## src/rtl/zorro_master_cycle_sequencer.sv

```systemverilog
// zorro_master_cycle_sequencer
//
// Runs one Zorro III master bus cycle per local request once the arbiter has
// handed over the bus (MYBUS_n low). It drives the control strobes, waits for
// a synchronised DTACK_n or BERR_n, then returns a one-cycle ACK (with ERR on
// an error) to the local side.
//
// Parameters:
//   ADDR_SETUP     - cycles FCS_n is low before DOE/DS_n assert (1..7)
//   TIMEOUT_CYCLES - WAIT cycles before a forced error termination (1..255)
//
// Ports:
//   CLK      in   local bus clock
//   RESET    in   synchronous reset, active high
//   MYBUS_n  in   bus ownership from arbiter, active low
//   REQ      in   local cycle request (level, sampled only in idle)
//   RW       in   1 = read, 0 = write (latched with REQ)
//   BYTE_EN  in   byte lanes 3..0, active high (latched with REQ)
//   DTACK_n  in   Zorro III data acknowledge, asynchronous
//   BERR_n   in   Zorro III bus error, asynchronous
//   FCS_n    out  full cycle strobe
//   READ     out  Zorro READ line
//   DOE      out  data output enable
//   DS_n     out  data strobes 3..0
//   ACK      out  one-cycle pulse: cycle finished
//   ERR      out  one-cycle pulse with ACK: cycle ended in error
//   BUSY     out  high whenever the sequencer is not idle
//
// Build option:
//   ZMCS_TIMEOUT_EN - when defined, WAIT gives up after TIMEOUT_CYCLES and
//                     terminates with ERR; otherwise WAIT waits indefinitely.

module zorro_master_cycle_sequencer #(
  parameter int unsigned ADDR_SETUP     = 1,
  parameter int unsigned TIMEOUT_CYCLES = 255
) (
  input  logic       CLK,
  input  logic       RESET,
  input  logic       MYBUS_n,
  input  logic       REQ,
  input  logic       RW,
  input  logic [3:0] BYTE_EN,
  input  logic       DTACK_n,
  input  logic       BERR_n,
  output logic       FCS_n,
  output logic       READ,
  output logic       DOE,
  output logic [3:0] DS_n,
  output logic       ACK,
  output logic       ERR,
  output logic       BUSY
);

  if (ADDR_SETUP < 1 || ADDR_SETUP > 7) begin : g_bad_addr_setup
    $error("ADDR_SETUP must be in 1..7");
  end
  if (TIMEOUT_CYCLES < 1 || TIMEOUT_CYCLES > 255) begin : g_bad_timeout
    $error("TIMEOUT_CYCLES must be in 1..255");
  end

  localparam logic [2:0] SetupLast = 3'(ADDR_SETUP - 1);

  typedef enum logic [2:0] {
    StIdle,
    StAddr,
    StData,
    StWait,
    StTerm
  } state_e;

  state_e     state_q, state_d;
  logic [2:0] setup_cnt_q, setup_cnt_d;
  logic [3:0] be_q, be_d;
  logic       fcs_n_q, fcs_n_d;
  logic       read_q, read_d;
  logic       doe_q, doe_d;
  logic [3:0] ds_n_q, ds_n_d;
  logic       ack_q, ack_d;
  logic       err_q, err_d;
  logic       busy_q;

`ifdef ZMCS_TIMEOUT_EN
  localparam logic [7:0] TimeoutLast = 8'(TIMEOUT_CYCLES - 1);
  logic [7:0] tmo_cnt_q, tmo_cnt_d;
  // Remembers that TERM was reached by timeout, so it need not wait for release.
  logic       tmo_hit_q, tmo_hit_d;
`endif

  // Two-flop synchronisers for the asynchronous bus responses (idle high).
  logic dtack_meta, dtack_s;
  logic berr_meta, berr_s;

  always_ff @(posedge CLK) begin
    if (RESET) begin
      dtack_meta <= 1'b1;
      dtack_s    <= 1'b1;
      berr_meta  <= 1'b1;
      berr_s     <= 1'b1;
    end else begin
      dtack_meta <= DTACK_n;
      dtack_s    <= dtack_meta;
      berr_meta  <= BERR_n;
      berr_s     <= berr_meta;
    end
  end

  always_comb begin
    state_d     = state_q;
    setup_cnt_d = setup_cnt_q;
    be_d        = be_q;
    fcs_n_d     = fcs_n_q;
    read_d      = read_q;
    doe_d       = doe_q;
    ds_n_d      = ds_n_q;
    ack_d       = 1'b0;
    err_d       = 1'b0;
`ifdef ZMCS_TIMEOUT_EN
    tmo_cnt_d   = tmo_cnt_q;
    tmo_hit_d   = tmo_hit_q;
`endif

    unique case (state_q)
      StIdle: begin
        if (REQ && !MYBUS_n) begin
          be_d = BYTE_EN;
          if (BYTE_EN == 4'h0) begin
            // Nothing to transfer: acknowledge without touching the bus.
            ack_d = 1'b1;
          end else begin
            state_d     = StAddr;
            setup_cnt_d = 3'd0;
            fcs_n_d     = 1'b0;
            read_d      = RW;
          end
        end
      end

      StAddr: begin
        if (setup_cnt_q == SetupLast) begin
          state_d = StData;
          doe_d   = 1'b1;
          ds_n_d  = ~be_q;
        end else begin
          setup_cnt_d = setup_cnt_q + 3'd1;
        end
      end

      StData: begin
        state_d = StWait;
`ifdef ZMCS_TIMEOUT_EN
        tmo_cnt_d = 8'd0;
        tmo_hit_d = 1'b0;
`endif
      end

      StWait: begin
        // BERR has priority over DTACK when both arrive together.
        if (!berr_s || !dtack_s) begin
          state_d = StTerm;
          fcs_n_d = 1'b1;
          doe_d   = 1'b0;
          ds_n_d  = 4'hF;
          ack_d   = 1'b1;
          err_d   = !berr_s;
        end
`ifdef ZMCS_TIMEOUT_EN
        else if (tmo_cnt_q == TimeoutLast) begin
          state_d   = StTerm;
          fcs_n_d   = 1'b1;
          doe_d     = 1'b0;
          ds_n_d    = 4'hF;
          ack_d     = 1'b1;
          err_d     = 1'b1;
          tmo_hit_d = 1'b1;
        end else begin
          tmo_cnt_d = tmo_cnt_q + 8'd1;
        end
`endif
      end

      StTerm: begin
`ifdef ZMCS_TIMEOUT_EN
        if (tmo_hit_q || (dtack_s && berr_s)) begin
`else
        if (dtack_s && berr_s) begin
`endif
          state_d = StIdle;
        end
      end

      default: state_d = StIdle;
    endcase
  end

  always_ff @(posedge CLK) begin
    if (RESET) begin
      state_q     <= StIdle;
      setup_cnt_q <= 3'd0;
      be_q        <= 4'h0;
      fcs_n_q     <= 1'b1;
      read_q      <= 1'b1;
      doe_q       <= 1'b0;
      ds_n_q      <= 4'hF;
      ack_q       <= 1'b0;
      err_q       <= 1'b0;
      busy_q      <= 1'b0;
`ifdef ZMCS_TIMEOUT_EN
      tmo_cnt_q   <= 8'd0;
      tmo_hit_q   <= 1'b0;
`endif
    end else begin
      state_q     <= state_d;
      setup_cnt_q <= setup_cnt_d;
      be_q        <= be_d;
      fcs_n_q     <= fcs_n_d;
      read_q      <= read_d;
      doe_q       <= doe_d;
      ds_n_q      <= ds_n_d;
      ack_q       <= ack_d;
      err_q       <= err_d;
      busy_q      <= (state_d != StIdle);
`ifdef ZMCS_TIMEOUT_EN
      tmo_cnt_q   <= tmo_cnt_d;
      tmo_hit_q   <= tmo_hit_d;
`endif
    end
  end

  assign FCS_n = fcs_n_q;
  assign READ  = read_q;
  assign DOE   = doe_q;
  assign DS_n  = ds_n_q;
  assign ACK   = ack_q;
  assign ERR   = err_q;
  assign BUSY  = busy_q;

endmodule

```

## config.mk

```make
export PLATFORM = sky130hd
export DESIGN_NAME = zorro_master_cycle_sequencer
export DESIGN_NICKNAME = d
export VERILOG_FILES = /design/src/rtl/zorro_master_cycle_sequencer.sv
export SDC_FILE = /design/constraint.sdc
export NUM_CORES = 1
export LEC_CHECK = 0
export ABC_AREA = 1
export CORE_MARGIN = 1
export CORE_UTILIZATION = 44
export DETAILED_ROUTE_END_ITERATION = 6
export GPL_TIMING_DRIVEN = 1
export HOLD_SLACK_MARGIN = 0.15
export PLACE_DENSITY = 0.84
export SYNTH_ARGS = -nofsm -noshare
export SYNTH_HDL_FRONTEND = slang
export SYNTH_SLANG_ARGS = --single-unit
```

## constraint.sdc

```tcl
create_clock -name CLK -period 1.05 [get_ports CLK]
set_input_delay 0.21 -clock CLK [delete_from_list [all_inputs] [get_ports CLK]]
set_output_delay 0.21 -clock CLK [all_outputs]
set_load 0.005 [all_outputs]
```

==> key figures <==
Timing
  – Achievable Freq: 825.5 MHz
  – Unrepaired setup endpoints after global routing: yes
  – Final critical delay including setup and external delays: 1.211 ns
  – Hold Fails Final Rpt: 0
  – Total Neg Setup Slack: -1.814 ns
  – Slew margin rel.: 0.8001
  – Final Cycle Share: 1.154
  – Total of endpoints with negative setup slack in the final report: 19
  – Slew at the pin with the worst max-slew slack: 0.2995 ns
  – Worst setup margin: -0.1614 ns
  – Clk_skew: 0.005666 ns
  – Count of pins over their slew limit: 0

Worst setup path
  – Start point of the critical path: setup_cnt_q[0]
  – CP bufs+invs: 2
  – CP arrival: 1.47 ns
  – Delay of the slowest critical-path stage: 0.37 ns
  – Worst R2R Start: setup_cnt_q[0]
  – Maximum fanout count along the critical path: 3
  – Cell mode on critical path: sky130_fd_sc_hd__nand2_1
  – Dominant delay contributor by cell family on the critical path: flip-flops
  – Required time of the critical path: 1.31 ns
  – Slowest CP cell: sky130_fd_sc_hd__dfxtp_2
  – Startpoint types: register
  – WS Path Type: reg2reg
  – Type of element capturing the critical path: register
  – Critical-path cell list: inv_2, ha_4, inv_4, nor2_4, a21oi_2, nand2_2, nand2_1, nand2_1, nor2_1

Placed design
  – Final weighted congestion in routability-driven placement: 0.8435
  – Post-Place Worst Slack: -0.3898 ns
  – Count of buffers inserted at the top-level ports: 20
  – Post-detailed-placement half-perimeter wirelength: 1.699 mm

Clocking
  – TritonCTS sink count: 24
  – Clk Tree Root Cell: sky130_fd_sc_hd__clkbuf_4
  – Number of CTS-inserted buffers: 3
  – Clock tree from TritonCTS: yes
  – H-tree levels: 1
  – Clock insertion delay at the later pin of the skew report: 0.32 ns
  – Deepest clock path buffer count: 2
  – Clock slew at the register clock pins of the worst setup and hold paths: 0.14 ns
  – CTS hold repair buffers: 0

Routing
  – Via density per instance: 4.904
  – DRC: 0
  – Number of iterations in the first detailed-routing pass: 4
  – DRT antenna net count: 0
  – DRC violation total after the first TritonRoute iteration: 30
  – Wire length per cell: 13.33 microns
  – Final wirelength: 2.773 mm
  – Vias after detailed routing: 1020

Logic synthesis
  – YS warnings: 0
  – Portion of synthesized cell area occupied by the leading cell type: 0.4770
  – Mapped Avg Cell Area: 7.461 sq um
  – Leading area contributor after synthesis: sky130_fd_sc_hd__dfxtp_1
  – Largest cells by area after synthesis: sky130_fd_sc_hd__dfxtp_1 48%, sky130_fd_sc_hd__nand2_1 11%, sky130_fd_sc_hd__inv_1 6.0%
  – Proportion of synthesized chip area in sequential cells: 0.4770
  – Nets in the synthesized netlist: 148
  – Flip-flop and latch count after synthesis: 24
  – Count of distinct cell types in the synthesized netlist: 19
  – Post-synthesis instance total: 135
  – Post-Syn Area: 1007 sq um

Global route
  – Global-route wire length before repair: 4.471 mm
  – Largest net degree at the start of global routing: 15
  – Number of antenna violations at the first check in global routing: 0
  – GR Overflow Total: 0
  – Via count of the first global-routing pass: 1043
  – All-Layer GR Usage: 0.2396

Finish
  – Number of diodes: 0
  – Fraction of final layout cells with drive strength greater than 1: 0.5470
  – Fillers: 123
  – Footprint of the multi-input gates: 559.3 sq um
  – Register area: 501.7 sq um
  – Growth of design area from synthesis to finish: 56.77%
  – Share of the core filled with cells: 0.7658
  – Final Net Count: 195

Die
  – Standard-cell row count: 16
  – Chip width: 49.85 microns
  – Core Area: 2062 sq um
  – Die footprint: 2485 sq um
  – IO Count: 21
  – Initial cell density of the core: 0.4885
  – Die Y-Extent: 49.85 microns

Hold path
  – Worst hold-check path type: reg2reg
  – Start point of the worst hold path: dtack_meta

Run
  – Count of max-cap constraint violations: 0

Power
  – VDD IR max: 0.001448 V
  – Power density cells: 2388 nW/um^2
  – Leakage Power: 0.7008 nW

Outcome
  – Status: complete, but fails checks
  – Failing checks: negative setup slack
[cells by family after synthesis]
logic type,Yosys count,share of synthesized area
AND/OR/NAND/NOR,68,0.3217
AO/OA/AOI/OAI,17,0.08695
buffers and inverters,24,0.08944
adder cells (fa/ha/maj),2,0.02484
flip-flops,24,0.4770
[path summary, 6_finish.rpt]
| path | slack (ns) | cells past startpoint | end |
|---|---|---|---|
| setup / recovery | -0.16 | 9 | setup_cnt_q[1] |
| hold / removal | 0.42 | 1 | dtack_s |
| setup reg to reg | -0.16 | 9 | setup_cnt_q[1] |
| hold reg to reg | 0.42 | 1 | dtack_s |
[synthesized netlist by cell type]
cell type / instances
sky130_fd_sc_hd__nand2_1: 30
sky130_fd_sc_hd__dfxtp_1: 24
sky130_fd_sc_hd__inv_1: 16
sky130_fd_sc_hd__nor2_1: 11
sky130_fd_sc_hd__a21oi_1: 10
sky130_fd_sc_hd__nand3_1: 10
sky130_fd_sc_hd__inv_2: 6
sky130_fd_sc_hd__nand2_2: 5
sky130_fd_sc_hd__or2_2: 4
sky130_fd_sc_hd__nor2_2: 3
sky130_fd_sc_hd__o21ai_1: 3
sky130_fd_sc_hd__clkbuf_1: 2
sky130_fd_sc_hd__ha_1: 2
sky130_fd_sc_hd__nor2_4: 2
sky130_fd_sc_hd__o21ai_0: 2
sky130_fd_sc_hd__o22ai_1: 2
sky130_fd_sc_hd__nand2_4: 1
sky130_fd_sc_hd__nand4_1: 1
sky130_fd_sc_hd__nor3_1: 1
[area by class of cell]
cell class,instances,area share
multi-input combinational,87,0.3542
sequential,24,0.3178
timing repair buffer,44,0.2163
inverter,22,0.05705
tap,27,0.02139
clock inverter,1,0.01902
clock buffer,3,0.01426
[registers in the layout, summed over array words and instances (netlist names)]
register / count
DS_n: 4
be_q: 4
setup_cnt_q: 3
state_q: 3
ACK: 1
BUSY: 1
DOE: 1
ERR: 1
FCS_n: 1
READ: 1
berr_meta: 1
berr_s: 1
dtack_meta: 1
dtack_s: 1
[layout by cell type (no fill, tap or decap), types with 4 or more instances in the layout]
cell type / instances
sky130_fd_sc_hd__nand2_1: 23
sky130_fd_sc_hd__nor2_1: 8
sky130_fd_sc_hd__nand3_1: 7
sky130_fd_sc_hd__buf_2: 10
sky130_fd_sc_hd__inv_1: 13
sky130_fd_sc_hd__nand2_2: 10
sky130_fd_sc_hd__a21oi_2: 6
sky130_fd_sc_hd__dfxtp_2: 11
sky130_fd_sc_hd__nor2_2: 4
sky130_fd_sc_hd__inv_2: 6
sky130_fd_sc_hd__clkdlybuf4s50_1: 10
sky130_fd_sc_hd__dfxtp_1: 11
sky130_fd_sc_hd__a21oi_1: 4
sky130_fd_sc_hd__buf_4: 21
sky130_fd_sc_hd__or2_2: 4
sky130_fd_sc_hd__nor2_4: 4
[power breakdown]
part           total, W  leakage [nW]  switching [W]  internal [W]
sequential      0.00132         0.197       0.000177       0.00114
combinational   0.00178         0.476       0.000946      0.000837
clock          0.000669        0.0279       0.000283      0.000386
total           0.00377         0.701        0.00141       0.00236
[routing by layer]
layer | GRT usage | part of all wire
met5 | 0 | 0
met3 | 0.02778 | 0.041
met4 | 0.1190 | 0.016
met1 | 0.2424 | 0.38
met2 | 0.4707 | 0.56
[what timing repair did]
item	4_1_cts	5_1_grt
endpoints found under the setup margin	28	20
cloned	0	0
setup buffers	6	5
resized for setup	66	20
pin swaps	15	12
[metrics by stage]
step	area (sq um)	power, W	instances	hold WS (ns)
floorplan	1036	0.002118	135	0.3138
global placement	1360	0.002559	193	0.3907
detailed placement	1360	0.002639	193	0.3936
CTS	1474	0.003418	203	0.4158
global route	1579	0.003973	208	0.4324
finish	1579	0.003770	208	0.4235
(Power assumes the default switching activity.)
